--- src/rtl/acc_ctrl_pkg.sv ---
// acc_ctrl_pkg: shared definitions for the accumulator processor control unit.
//   - FSM state encodings (legacy-compatible localparam constants)
//   - opcode values held in IR[15:12]
//   - datapath mux / ALU encodings and the packed control vector
// Optional feature macro: ACC_CTRL_STACK_EN (PUSH/POP stack instructions).
package acc_ctrl_pkg;

  typedef logic [3:0] state_t;

  localparam state_t StIdle    = 4'd0;
  localparam state_t StFetch   = 4'd1;
  localparam state_t StDecode  = 4'd2;
  localparam state_t StMemAddr = 4'd3;
  localparam state_t StMemRd   = 4'd4;
  localparam state_t StMemWr   = 4'd5;
  localparam state_t StMdrWb   = 4'd6;
  localparam state_t StAluWb   = 4'd7;
  localparam state_t StBranch  = 4'd8;
  localparam state_t StJump    = 4'd9;
  localparam state_t StSpDec   = 4'd10;
  localparam state_t StSpAddr  = 4'd11;
  localparam state_t StPopWb   = 4'd12;
  localparam state_t StHalt    = 4'd13;

  typedef logic [3:0] opcode_t;

  localparam opcode_t OpHalt = 4'd0;
  localparam opcode_t OpLw   = 4'd1;
  localparam opcode_t OpSw   = 4'd2;
  localparam opcode_t OpAdd  = 4'd3;
  localparam opcode_t OpSub  = 4'd4;
  localparam opcode_t OpAnd  = 4'd5;
  localparam opcode_t OpOr   = 4'd6;
  localparam opcode_t OpAddi = 4'd7;
  localparam opcode_t OpLi   = 4'd8;
  localparam opcode_t OpBeq  = 4'd9;
  localparam opcode_t OpBne  = 4'd10;
  localparam opcode_t OpJ    = 4'd11;
  localparam opcode_t OpPush = 4'd12;
  localparam opcode_t OpPop  = 4'd13;

  // ALU operand A select
  localparam logic [1:0] SrcAPc  = 2'd0;
  localparam logic [1:0] SrcAAcc = 2'd1;
  localparam logic [1:0] SrcASp  = 2'd2;

  // ALU operand B select
  localparam logic [2:0] SrcBMdr = 3'd0;
  localparam logic [2:0] SrcBTwo = 3'd1;
  localparam logic [2:0] SrcBSe  = 3'd2;
  localparam logic [2:0] SrcBZe  = 3'd3;
  localparam logic [2:0] SrcBSl1 = 3'd4;

  localparam logic [2:0] AluAdd   = 3'd0;
  localparam logic [2:0] AluSub   = 3'd1;
  localparam logic [2:0] AluAnd   = 3'd2;
  localparam logic [2:0] AluOr    = 3'd3;
  localparam logic [2:0] AluPassB = 3'd4;
  localparam logic [2:0] AluPassA = 3'd5;

  localparam logic [1:0] PcSrcAlu    = 2'd0;
  localparam logic [1:0] PcSrcAluOut = 2'd1;
  localparam logic [1:0] PcSrcJump   = 2'd2;

  typedef struct packed {
    logic       pc_write;
    logic       branch;
    logic       bne_or_beq;
    logic [1:0] pc_src;
    logic       ir_write;
    logic       mem_read;
    logic       mem_write;
    logic       i_or_d;
    logic       acc_write;
    logic       acc_src;
    logic       sp_write;
    logic [1:0] src_a;
    logic [2:0] src_b;
    logic [2:0] alu_op;
    logic       halted;
  } ctrl_t;

  localparam ctrl_t CtrlNone = '0;

  // Opcodes that have a defined execution sequence in this build.
  function automatic logic op_is_legal(opcode_t op);
`ifdef ACC_CTRL_STACK_EN
    return op <= OpPop;
`else
    return op <= OpJ;
`endif
  endfunction

endpackage

--- src/rtl/acc_ctrl_decode.sv ---
// acc_ctrl_decode: combinational decode of (state, latched opcode) into the
// datapath control vector.
//   state_i     : current FSM state
//   opcode_i    : opcode latched at DECODE
//   mem_ready_i : memory handshake (gates the IR/PC load in FETCH)
//   ctrl_o      : every datapath enable / mux select except Illegal
// Optional feature macro: ACC_CTRL_STACK_EN builds the SP_DEC/SP_ADDR/POP_WB decode.
module acc_ctrl_decode
  import acc_ctrl_pkg::*;
(
  input  state_t  state_i,
  input  opcode_t opcode_i,
  input  logic    mem_ready_i,
  output ctrl_t   ctrl_o
);

  always_comb begin
    ctrl_o = CtrlNone;
    case (state_i)
      StFetch: begin
        ctrl_o.mem_read = 1'b1;
        ctrl_o.i_or_d   = 1'b0;
        ctrl_o.src_a    = SrcAPc;
        ctrl_o.src_b    = SrcBTwo;
        ctrl_o.alu_op   = AluAdd;
        // IR and PC only load in the cycle the memory delivers the word.
        if (mem_ready_i) begin
          ctrl_o.ir_write = 1'b1;
          ctrl_o.pc_write = 1'b1;
          ctrl_o.pc_src   = PcSrcAlu;
        end
      end
      StDecode: begin
        // Speculatively compute the branch target into aluOut.
        ctrl_o.src_a  = SrcAPc;
        ctrl_o.src_b  = SrcBSl1;
        ctrl_o.alu_op = AluAdd;
      end
      StMemAddr: begin
        ctrl_o.src_b  = SrcBZe;
        ctrl_o.alu_op = AluPassB;
      end
      StMemRd: begin
        ctrl_o.mem_read = 1'b1;
        ctrl_o.i_or_d   = 1'b1;
      end
      StMemWr: begin
        ctrl_o.mem_write = 1'b1;
        ctrl_o.i_or_d    = 1'b1;
      end
      StMdrWb: begin
        ctrl_o.acc_write = 1'b1;
        ctrl_o.acc_src   = 1'b1;
      end
      StAluWb: begin
        ctrl_o.src_a     = SrcAAcc;
        ctrl_o.acc_write = 1'b1;
        ctrl_o.acc_src   = 1'b0;
        case (opcode_i)
          OpSub: begin
            ctrl_o.src_b  = SrcBMdr;
            ctrl_o.alu_op = AluSub;
          end
          OpAnd: begin
            ctrl_o.src_b  = SrcBMdr;
            ctrl_o.alu_op = AluAnd;
          end
          OpOr: begin
            ctrl_o.src_b  = SrcBMdr;
            ctrl_o.alu_op = AluOr;
          end
          OpAddi: begin
            ctrl_o.src_b  = SrcBSe;
            ctrl_o.alu_op = AluAdd;
          end
          OpLi: begin
            ctrl_o.src_b  = SrcBZe;
            ctrl_o.alu_op = AluPassB;
          end
          default: begin
            ctrl_o.src_b  = SrcBMdr;
            ctrl_o.alu_op = AluAdd;
          end
        endcase
      end
      StBranch: begin
        ctrl_o.src_a      = SrcAAcc;
        ctrl_o.alu_op     = AluPassA;
        ctrl_o.branch     = 1'b1;
        ctrl_o.pc_src     = PcSrcAluOut;
        // BNE (10) is the only opcode selecting the not-equal sense.
        ctrl_o.bne_or_beq = (opcode_i == OpBne);
      end
      StJump: begin
        ctrl_o.pc_write = 1'b1;
        ctrl_o.pc_src   = PcSrcJump;
      end
`ifdef ACC_CTRL_STACK_EN
      StSpDec: begin
        ctrl_o.src_a    = SrcASp;
        ctrl_o.src_b    = SrcBTwo;
        ctrl_o.alu_op   = AluSub;
        ctrl_o.sp_write = 1'b1;
      end
      StSpAddr: begin
        ctrl_o.src_a  = SrcASp;
        ctrl_o.alu_op = AluPassA;
      end
      StPopWb: begin
        ctrl_o.acc_write = 1'b1;
        ctrl_o.acc_src   = 1'b1;
        ctrl_o.src_a     = SrcASp;
        ctrl_o.src_b     = SrcBTwo;
        ctrl_o.alu_op    = AluAdd;
        ctrl_o.sp_write  = 1'b1;
      end
`endif
      StHalt: begin
        ctrl_o.halted = 1'b1;
      end
      default: begin
        ctrl_o = CtrlNone;
      end
    endcase
  end

endmodule

--- src/rtl/accumulator_control.sv ---
// accumulator_control: multicycle control FSM for the accumulator processor.
// Sequences FETCH/DECODE/execute, waits on MemReady with a timeout, flags HALT
// and illegal opcodes.
//   CLK, reset (async, active-low)
//   Opcode, MemReady                         : inputs
//   PCWrite, Branch, bneOrbeq, PCSrc         : PC control
//   IRWrite, MemRead, MemWrite, IorD         : instruction/memory control
//   AccWrite, AccSrc, SpWrite                : register write control
//   SrcA, SrcB, ALUOP                        : ALU operand/operation select
//   Halted, Illegal                          : status (Illegal is sticky)
// Optional feature macro: ACC_CTRL_STACK_EN enables PUSH (12) / POP (13).
module accumulator_control
  import acc_ctrl_pkg::*;
#(
  parameter int unsigned OPW          = 4,
  parameter int unsigned MEM_WAIT_MAX = 15
) (
  input  logic           CLK,
  input  logic           reset,
  input  logic [OPW-1:0] Opcode,
  input  logic           MemReady,
  output logic           PCWrite,
  output logic           Branch,
  output logic           bneOrbeq,
  output logic [1:0]     PCSrc,
  output logic           IRWrite,
  output logic           MemRead,
  output logic           MemWrite,
  output logic           IorD,
  output logic           AccWrite,
  output logic           AccSrc,
  output logic           SpWrite,
  output logic [1:0]     SrcA,
  output logic [2:0]     SrcB,
  output logic [2:0]     ALUOP,
  output logic           Halted,
  output logic           Illegal
);

  // Counter only needs to reach MEM_WAIT_MAX-1; the next low cycle times out.
  localparam int unsigned WaitW = (MEM_WAIT_MAX > 2) ? $clog2(MEM_WAIT_MAX) : 1;

  state_t           state_q, state_d;
  opcode_t          opcode_q, opcode_d;
  logic [WaitW-1:0] wait_q, wait_d;
  logic             illegal_q, illegal_d;

  opcode_t op_in;
  logic    mem_wait_state;
  logic    wait_hit;
  ctrl_t   ctrl;

  assign op_in          = opcode_t'(Opcode);
  assign mem_wait_state = (state_q == StFetch) || (state_q == StMemRd) || (state_q == StMemWr);
  assign wait_hit       = !MemReady && (wait_q == WaitW'(MEM_WAIT_MAX - 1));

  always_comb begin
    state_d   = state_q;
    opcode_d  = opcode_q;
    illegal_d = illegal_q;
    case (state_q)
      StIdle: state_d = StFetch;
      StFetch, StMemWr: begin
        if (MemReady) begin
          state_d = (state_q == StFetch) ? StDecode : StFetch;
        end else if (wait_hit) begin
          state_d   = StHalt;
          illegal_d = 1'b1;
        end
      end
      StDecode: begin
        opcode_d = op_in;
        if (!op_is_legal(op_in)) begin
          state_d   = StHalt;
          illegal_d = 1'b1;
        end else begin
          case (op_in)
            OpHalt:                             state_d = StHalt;
            OpLw, OpSw, OpAdd, OpSub, OpAnd, OpOr: state_d = StMemAddr;
            OpAddi, OpLi:                       state_d = StAluWb;
            OpBeq, OpBne:                       state_d = StBranch;
            OpJ:                                state_d = StJump;
`ifdef ACC_CTRL_STACK_EN
            OpPush:                             state_d = StSpDec;
            OpPop:                              state_d = StSpAddr;
`endif
            default: begin
              state_d   = StHalt;
              illegal_d = 1'b1;
            end
          endcase
        end
      end
      StMemAddr: state_d = (opcode_q == OpSw) ? StMemWr : StMemRd;
      StMemRd: begin
        if (MemReady) begin
          if (opcode_q == OpLw) begin
            state_d = StMdrWb;
`ifdef ACC_CTRL_STACK_EN
          end else if (opcode_q == OpPop) begin
            state_d = StPopWb;
`endif
          end else begin
            state_d = StAluWb;
          end
        end else if (wait_hit) begin
          state_d   = StHalt;
          illegal_d = 1'b1;
        end
      end
      StMdrWb, StAluWb, StBranch, StJump: state_d = StFetch;
`ifdef ACC_CTRL_STACK_EN
      StSpDec:  state_d = StMemWr;
      StSpAddr: state_d = StMemRd;
      StPopWb:  state_d = StFetch;
`endif
      StHalt: state_d = StHalt;
      default: state_d = StIdle;
    endcase
  end

  always_comb begin
    if (state_d != state_q) begin
      wait_d = '0;
    end else if (mem_wait_state && !MemReady) begin
      wait_d = wait_q + WaitW'(1);
    end else begin
      wait_d = wait_q;
    end
  end

  always_ff @(posedge CLK or negedge reset) begin
    if (!reset) begin
      state_q   <= StIdle;
      opcode_q  <= OpHalt;
      wait_q    <= '0;
      illegal_q <= 1'b0;
    end else begin
      state_q   <= state_d;
      opcode_q  <= opcode_d;
      wait_q    <= wait_d;
      illegal_q <= illegal_d;
    end
  end

  acc_ctrl_decode u_decode (
    .state_i     (state_q),
    .opcode_i    (opcode_q),
    .mem_ready_i (MemReady),
    .ctrl_o      (ctrl)
  );

  assign PCWrite  = ctrl.pc_write;
  assign Branch   = ctrl.branch;
  assign bneOrbeq = ctrl.bne_or_beq;
  assign PCSrc    = ctrl.pc_src;
  assign IRWrite  = ctrl.ir_write;
  assign MemRead  = ctrl.mem_read;
  assign MemWrite = ctrl.mem_write;
  assign IorD     = ctrl.i_or_d;
  assign AccWrite = ctrl.acc_write;
  assign AccSrc   = ctrl.acc_src;
  // Constant 0 without the stack feature: no stack state is built to drive it.
  assign SpWrite  = ctrl.sp_write;
  assign SrcA     = ctrl.src_a;
  assign SrcB     = ctrl.src_b;
  assign ALUOP    = ctrl.alu_op;
  assign Halted   = ctrl.halted;
  assign Illegal  = illegal_q;

endmodule
--- config.mk ---
export PLATFORM = sky130hd
export DESIGN_NAME = accumulator_control
export DESIGN_NICKNAME = d
export VERILOG_FILES = /design/src/rtl/acc_ctrl_pkg.sv /design/src/rtl/acc_ctrl_decode.sv /design/src/rtl/accumulator_control.sv
export SDC_FILE = /design/constraint.sdc
export NUM_CORES = 1
export LEC_CHECK = 0
export CAP_MARGIN = 10
export CORE_MARGIN = 2
export CORE_UTILIZATION = 40
export CTS_CLUSTER_DIAMETER = 150
export DETAILED_ROUTE_END_ITERATION = 7
export PLACE_DENSITY = 0.67
export SKIP_CTS_REPAIR_TIMING = 1
export SYNTH_ARGS = -nofsm -noshare
export SYNTH_HDL_FRONTEND = slang
export SYNTH_SLANG_ARGS = --single-unit
export TNS_END_PERCENT = 20
--- constraint.sdc ---
create_clock -name CLK -period 2.7 [get_ports CLK]
set_input_delay 0.27 -clock CLK [delete_from_list [all_inputs] [get_ports CLK]]
set_output_delay 0.27 -clock CLK [all_outputs]
set_load 0.1 [all_outputs]
* Word level (Yosys, flattened, before mapping)
Cells that the tools add are included.
** Storage, ports and cells
- Output and inout port bits :: 22
- Flip-flop bits (word level) :: 13
** Operators by class
- Eq/ne operators :: 34
- Add/subtract/negate cells :: 1
- Reduce and logical (&&, ||, !) cells :: 20
- Magnitude comparators :: 1
- Muxes and demuxes :: 31
** Operators by type and width (count)
- 4-bit by 3-bit equality test with 1-bit output, second input constant :: 12
- 4-bit equality test, second input constant :: 10
- 5-bit case mux with 5 select lines :: 1
- 4-bit 2-to-1 mux :: 6
- 4-bit case mux with 6 select lines :: 1
- 4-bit by 2-bit equality test with 1-bit output, second input constant :: 5
- 4-bit case mux with 4 select lines :: 1
- 1-bit 2-to-1 mux :: 14
- 4-bit by 1-bit equality test with 1-bit output, second input constant :: 3
- 3-bit case mux with 4 select lines :: 1
- 12-bit OR reduction :: 1
- 2-bit OR reduction :: 6
- 3-bit case mux with 3 select lines :: 1
- 4-bit zero test :: 2
- 2-bit case mux with 3 select lines :: 1
- 6-bit OR reduction :: 1
- 5-bit OR reduction :: 1
- 4-bit by 1-bit adder with 4-bit output, second input constant :: 1
- 4-bit less-or-equal comparator, second input constant :: 1
- 2-bit 2-to-1 mux :: 2
- 4-bit inequality test :: 1
- 1-bit case mux with 2 select lines :: 2
- 2-bit case mux with 2 select lines :: 1
- 4-bit AND reduction :: 1
- other kinds (8) :: 11

* Depth between registers and ports, before layout
Gate-level depths: netlist of run 1.
- Depth after elaboration :: 7
- Mapped depth :: 7
- Mapped depth without buffers :: 7

* By module
A second synthesis of run 1 with hierarchy kept.
** Unflattened totals
- Cells, all modules :: 141
- Area, all modules :: 1149.9 um^2
** By module, submodules not included
- accumulator_control :: area each 867.1 um^2, instances 1, cells an instance 99
- acc_ctrl_decode :: area each 282.8 um^2, instances 1, cells an instance 42

* Worst setup path after synthesis of run 1
No wires, ideal clock.
- Path kind :: reg-to-output
- Start point :: register state_q[1]
- End point :: output ALUOP[0]
- Path slack :: -0.835 ns
- Cell stages (with the launch flop) :: 7
- Data arrival time :: 3.265 ns
- Cells stage by stage :: dfrtp_1 > buf_6 > buf_2 > buf_2 > and2_1 > nand3_1 > o21bai_1
** Between the ends
- Longest elaborated chain between the ends :: 2
- Elaborated cells between the ends (all ways) :: 4
- Those cells by class :: eq/ne: 3; mux: 1
** RTL lines
- start, declared :: RTL line accumulator_control.sv:43 : state_t state_q, state_d;
- start signal, assigned :: RTL line accumulator_control.sv:134 : state_q <= StIdle;
- start signal, assigned :: RTL line accumulator_control.sv:139 : state_q <= state_d;
- 4-bit equality test, or another cell as far along :: RTL line acc_ctrl_decode.sv:19 : case (state_i)
- 3-bit case mux with 3 select lines (*) :: RTL line acc_ctrl_decode.sv:19
- end, declared :: RTL line accumulator_control.sv:35 : output logic [2:0] ALUOP,
Mark *: on every way between the ends. The rest lies on a longest branch, timed or not.

* Worst setup path in the final report of run 1
- Start point :: register state_q[2]
- End point :: output ALUOP[0]
The elaborated chain is that of the path after synthesis.

==> impl_metrics.tcl, run 1 <==
set metrics [dict create \
    drive_gt1_share_pct 27.0 \
    antenna_found_initial 0 \
    routed_wl_mm 2.94 \
    dpl.hpwl_mm 2.25 \
    ys_async_sr_fraction_pct 100 \
    tightest_slew_ns 0.667 \
    synth.avg_cell_area_um2 8.50 \
    critical_path_arrival_ns 2.09 \
    synth_top_area_cell "dfrtp_1" \
    netlist_area_um2 1200 \
    path_cells "nor2b_1 > and2_1 > nand3_1 > o21bai_2 > buf_12" \
    wl_per_cell_um 15.5 \
    placeableCoreArea_um2 2810 \
    syn_inst 141 \
    htree_num_levels 1 \
    vias 1129 \
    fin_skew_ns 0.00508 \
    synth_edf_count 0 \
    clk_path_buf_depth 2 \
    grt_pass1_vias 1048 \
    drtPass1Iterations 7 \
    area_growth_pct 27.1 \
    criticalPathCategory "reg -> out" \
    dieWidth_um 58.7 \
    yosysWarningCount 0 \
    n_antenna_cell 0 \
    initial_core_util_pct 42.7 \
    io_pins 29 \
    die_area_um2 3450 \
    cp.required_ns 2.43 \
    critPathMaxStageDelay_ns 0.75 \
    rsz0062_at_grt "false" \
    seq_area_um2 325 \
    row_count 19 \
    dieHeight_um 58.7 \
    seq_area_frac_synth_pct 27.1 \
    drtAntennaViolNets 0 \
    synth_area_leaders "dfrtp_1 (27%), nor2_1 (4.1%), mux2_2 (3.8%), nand2_1 (3.1%), nor2b_1 (3.1%)" \
    nets 169 \
    critPathCaptureType "primary output" \
    path_clk_slew_ns 0.09 \
    run_status "complete, but fails checks" \
    failed_checks "design-rule violations" \
    synthTopCellsByCount "dfrtp_1 (13), nor2_1 (13), nand2_1 (10), buf_2 (7), nor2b_1 (6)" \
    slew_violations 0 \
    cts_tree "done" \
    synth.distinct_cells 54 \
    overflow 0 \
    vias_per_cell 5.94 \
    multi_input_area_um2 776 \
    drc 1 \
    period_share_pct 87.2 \
    cts_root_buf "clkbuf_4" \
    finalCriticalPeriod_ns 2.36 \
    cp_top_family "flip-flops" \
    dp_slack_ns 0.570 \
    track_usage_pct 18.3 \
    cp_max_fo 20 \
    grt_max_degree 21 \
    fmax_mhz 425 \
    synth-seq-cells 13 \
    setup_violations 0 \
    synth_ff_type "dfrtp_1" \
    crit_slowest_cell "dfrtp_1" \
    grt_pass1_wl_mm 4.93 \
    worst-path-buf-inv 1 \
    cts-buffers-inserted 3 \
    maxCapViolations 0 \
    slew_headroom_pct 55.4 \
    synth_top_cell_area_share_pct 27.1 \
    hold_viol 0 \
    setup_ws_ns 0.345 \
    gp_congestion 0.826 \
    worst-r2r-setup-slack_ns 0.65 \
    worstSkewPairLatency_ns 0.28 \
    setup.worst_path.start_class "flip-flop" \
    final.fill_count 271 \
    first_iter_violations 49 \
    hold_path_class "in -> async" \
    numClockSinks 13 \
    port_buffers 26 \
]
cell usage in the layout, fill, tap and decap left out, types with 3 or more instances in the layout:
| cell type | count |
|---|---|
| o21ai_0 | 3 |
| a22oi_1 | 3 |
| nand2_1 | 10 |
| nor2_1 | 12 |
| buf_4 | 13 |
| dfrtp_1 | 13 |
| xor2_1 | 4 |
| nand3_1 | 4 |
| nor2b_1 | 6 |
| buf_12 | 9 |
| xnor2_1 | 4 |
| a21oi_1 | 4 |
| clkdlybuf4s50_1 | 6 |
| a21o_1 | 4 |
| mux2_2 | 4 |
| clkbuf_4 | 3 |
| inv_1 | 5 |
| nand2b_1 | 4 |
state kept, by name (all words and copies together) (netlist names):
name,flops
Illegal,1
wait_q,4
opcode_q,4
state_q,4
cell type report:
class | instances | share of cell area, %
clock buffer | 3 | 1.48
clock inverter | 1 | 0.328
inverter | 5 | 1.23
multi-input combinational | 109 | 50.9
sequential | 13 | 21.3
tap | 31 | 2.55
timing repair buffer | 28 | 22.2
through the flow:
stage | setup TNS [ns] | hold WS [ns] | cell area, um2 | cells | utilization, %
after CTS | 0 | 0.403 | 1520 | 190 | 54.3
final | 0 | 0.390 | 1520 | 190 | 54.3
after detailed placement | 0 | 0.492 | 1500 | 186 | 53.3
after global routing | 0 | 0.421 | 1520 | 190 | 54.3
after floorplan | -1.33 | -0.0256 | 1210 | 142 | -
after global placement | 0 | 0.468 | 1500 | 186 | 53.3
metal layers:
metal  vias up  part of all wire [%]  global-route usage [%]
met5         -                     0                       0
met4         0                  0.27                    3.90
met3         2                   7.1                    1.98
met2        41                    49                    29.4
met1       548                    44                    26.5
li1        538                     -                       -
cell families (layout without fill, tap and decap cells):
logic type,after synthesis,in the layout,synth area share (%)
buf+inv,20,37,9.50
simple gates,61,61,31.4
mux,5,5,4.59
fa+ha+maj,2,2,2.09
other cells,1,2,0.313
xor+xnor,8,8,5.84
compound gates,31,31,19.1
flops,13,13,27.1
final timing paths:
check	from	endpoint	depth (start not counted)
max in group asynchronous	reset	opcode_q[1]$_DFFE_PN0P_	1
hold reg to reg	Illegal$_DFFE_PN0P_	Illegal$_DFFE_PN0P_	1
min in group CLK	Illegal$_DFFE_PN0P_	Illegal$_DFFE_PN0P_	1
hold / removal	reset	opcode_q[2]$_DFFE_PN0P_	1
setup / recovery	state_q[2]$_DFF_PN0_	ALUOP[0]	5
setup reg to reg	state_q[0]$_DFF_PN0_	wait_q[0]$_DFFE_PN0P_	5
Power of run 1 is left out: the tool's default activity adds up to more than one toggle a clock period on the data nets, which glitch-free logic cannot reach.
==> run 2, diff against run 1 <==
- CAP_MARGIN: 10 -> 40
==> results of run 2 <==
The final DEF is identical to that of run 1; final timing and power are the same.
Power of run 2 is left out for the same reason.
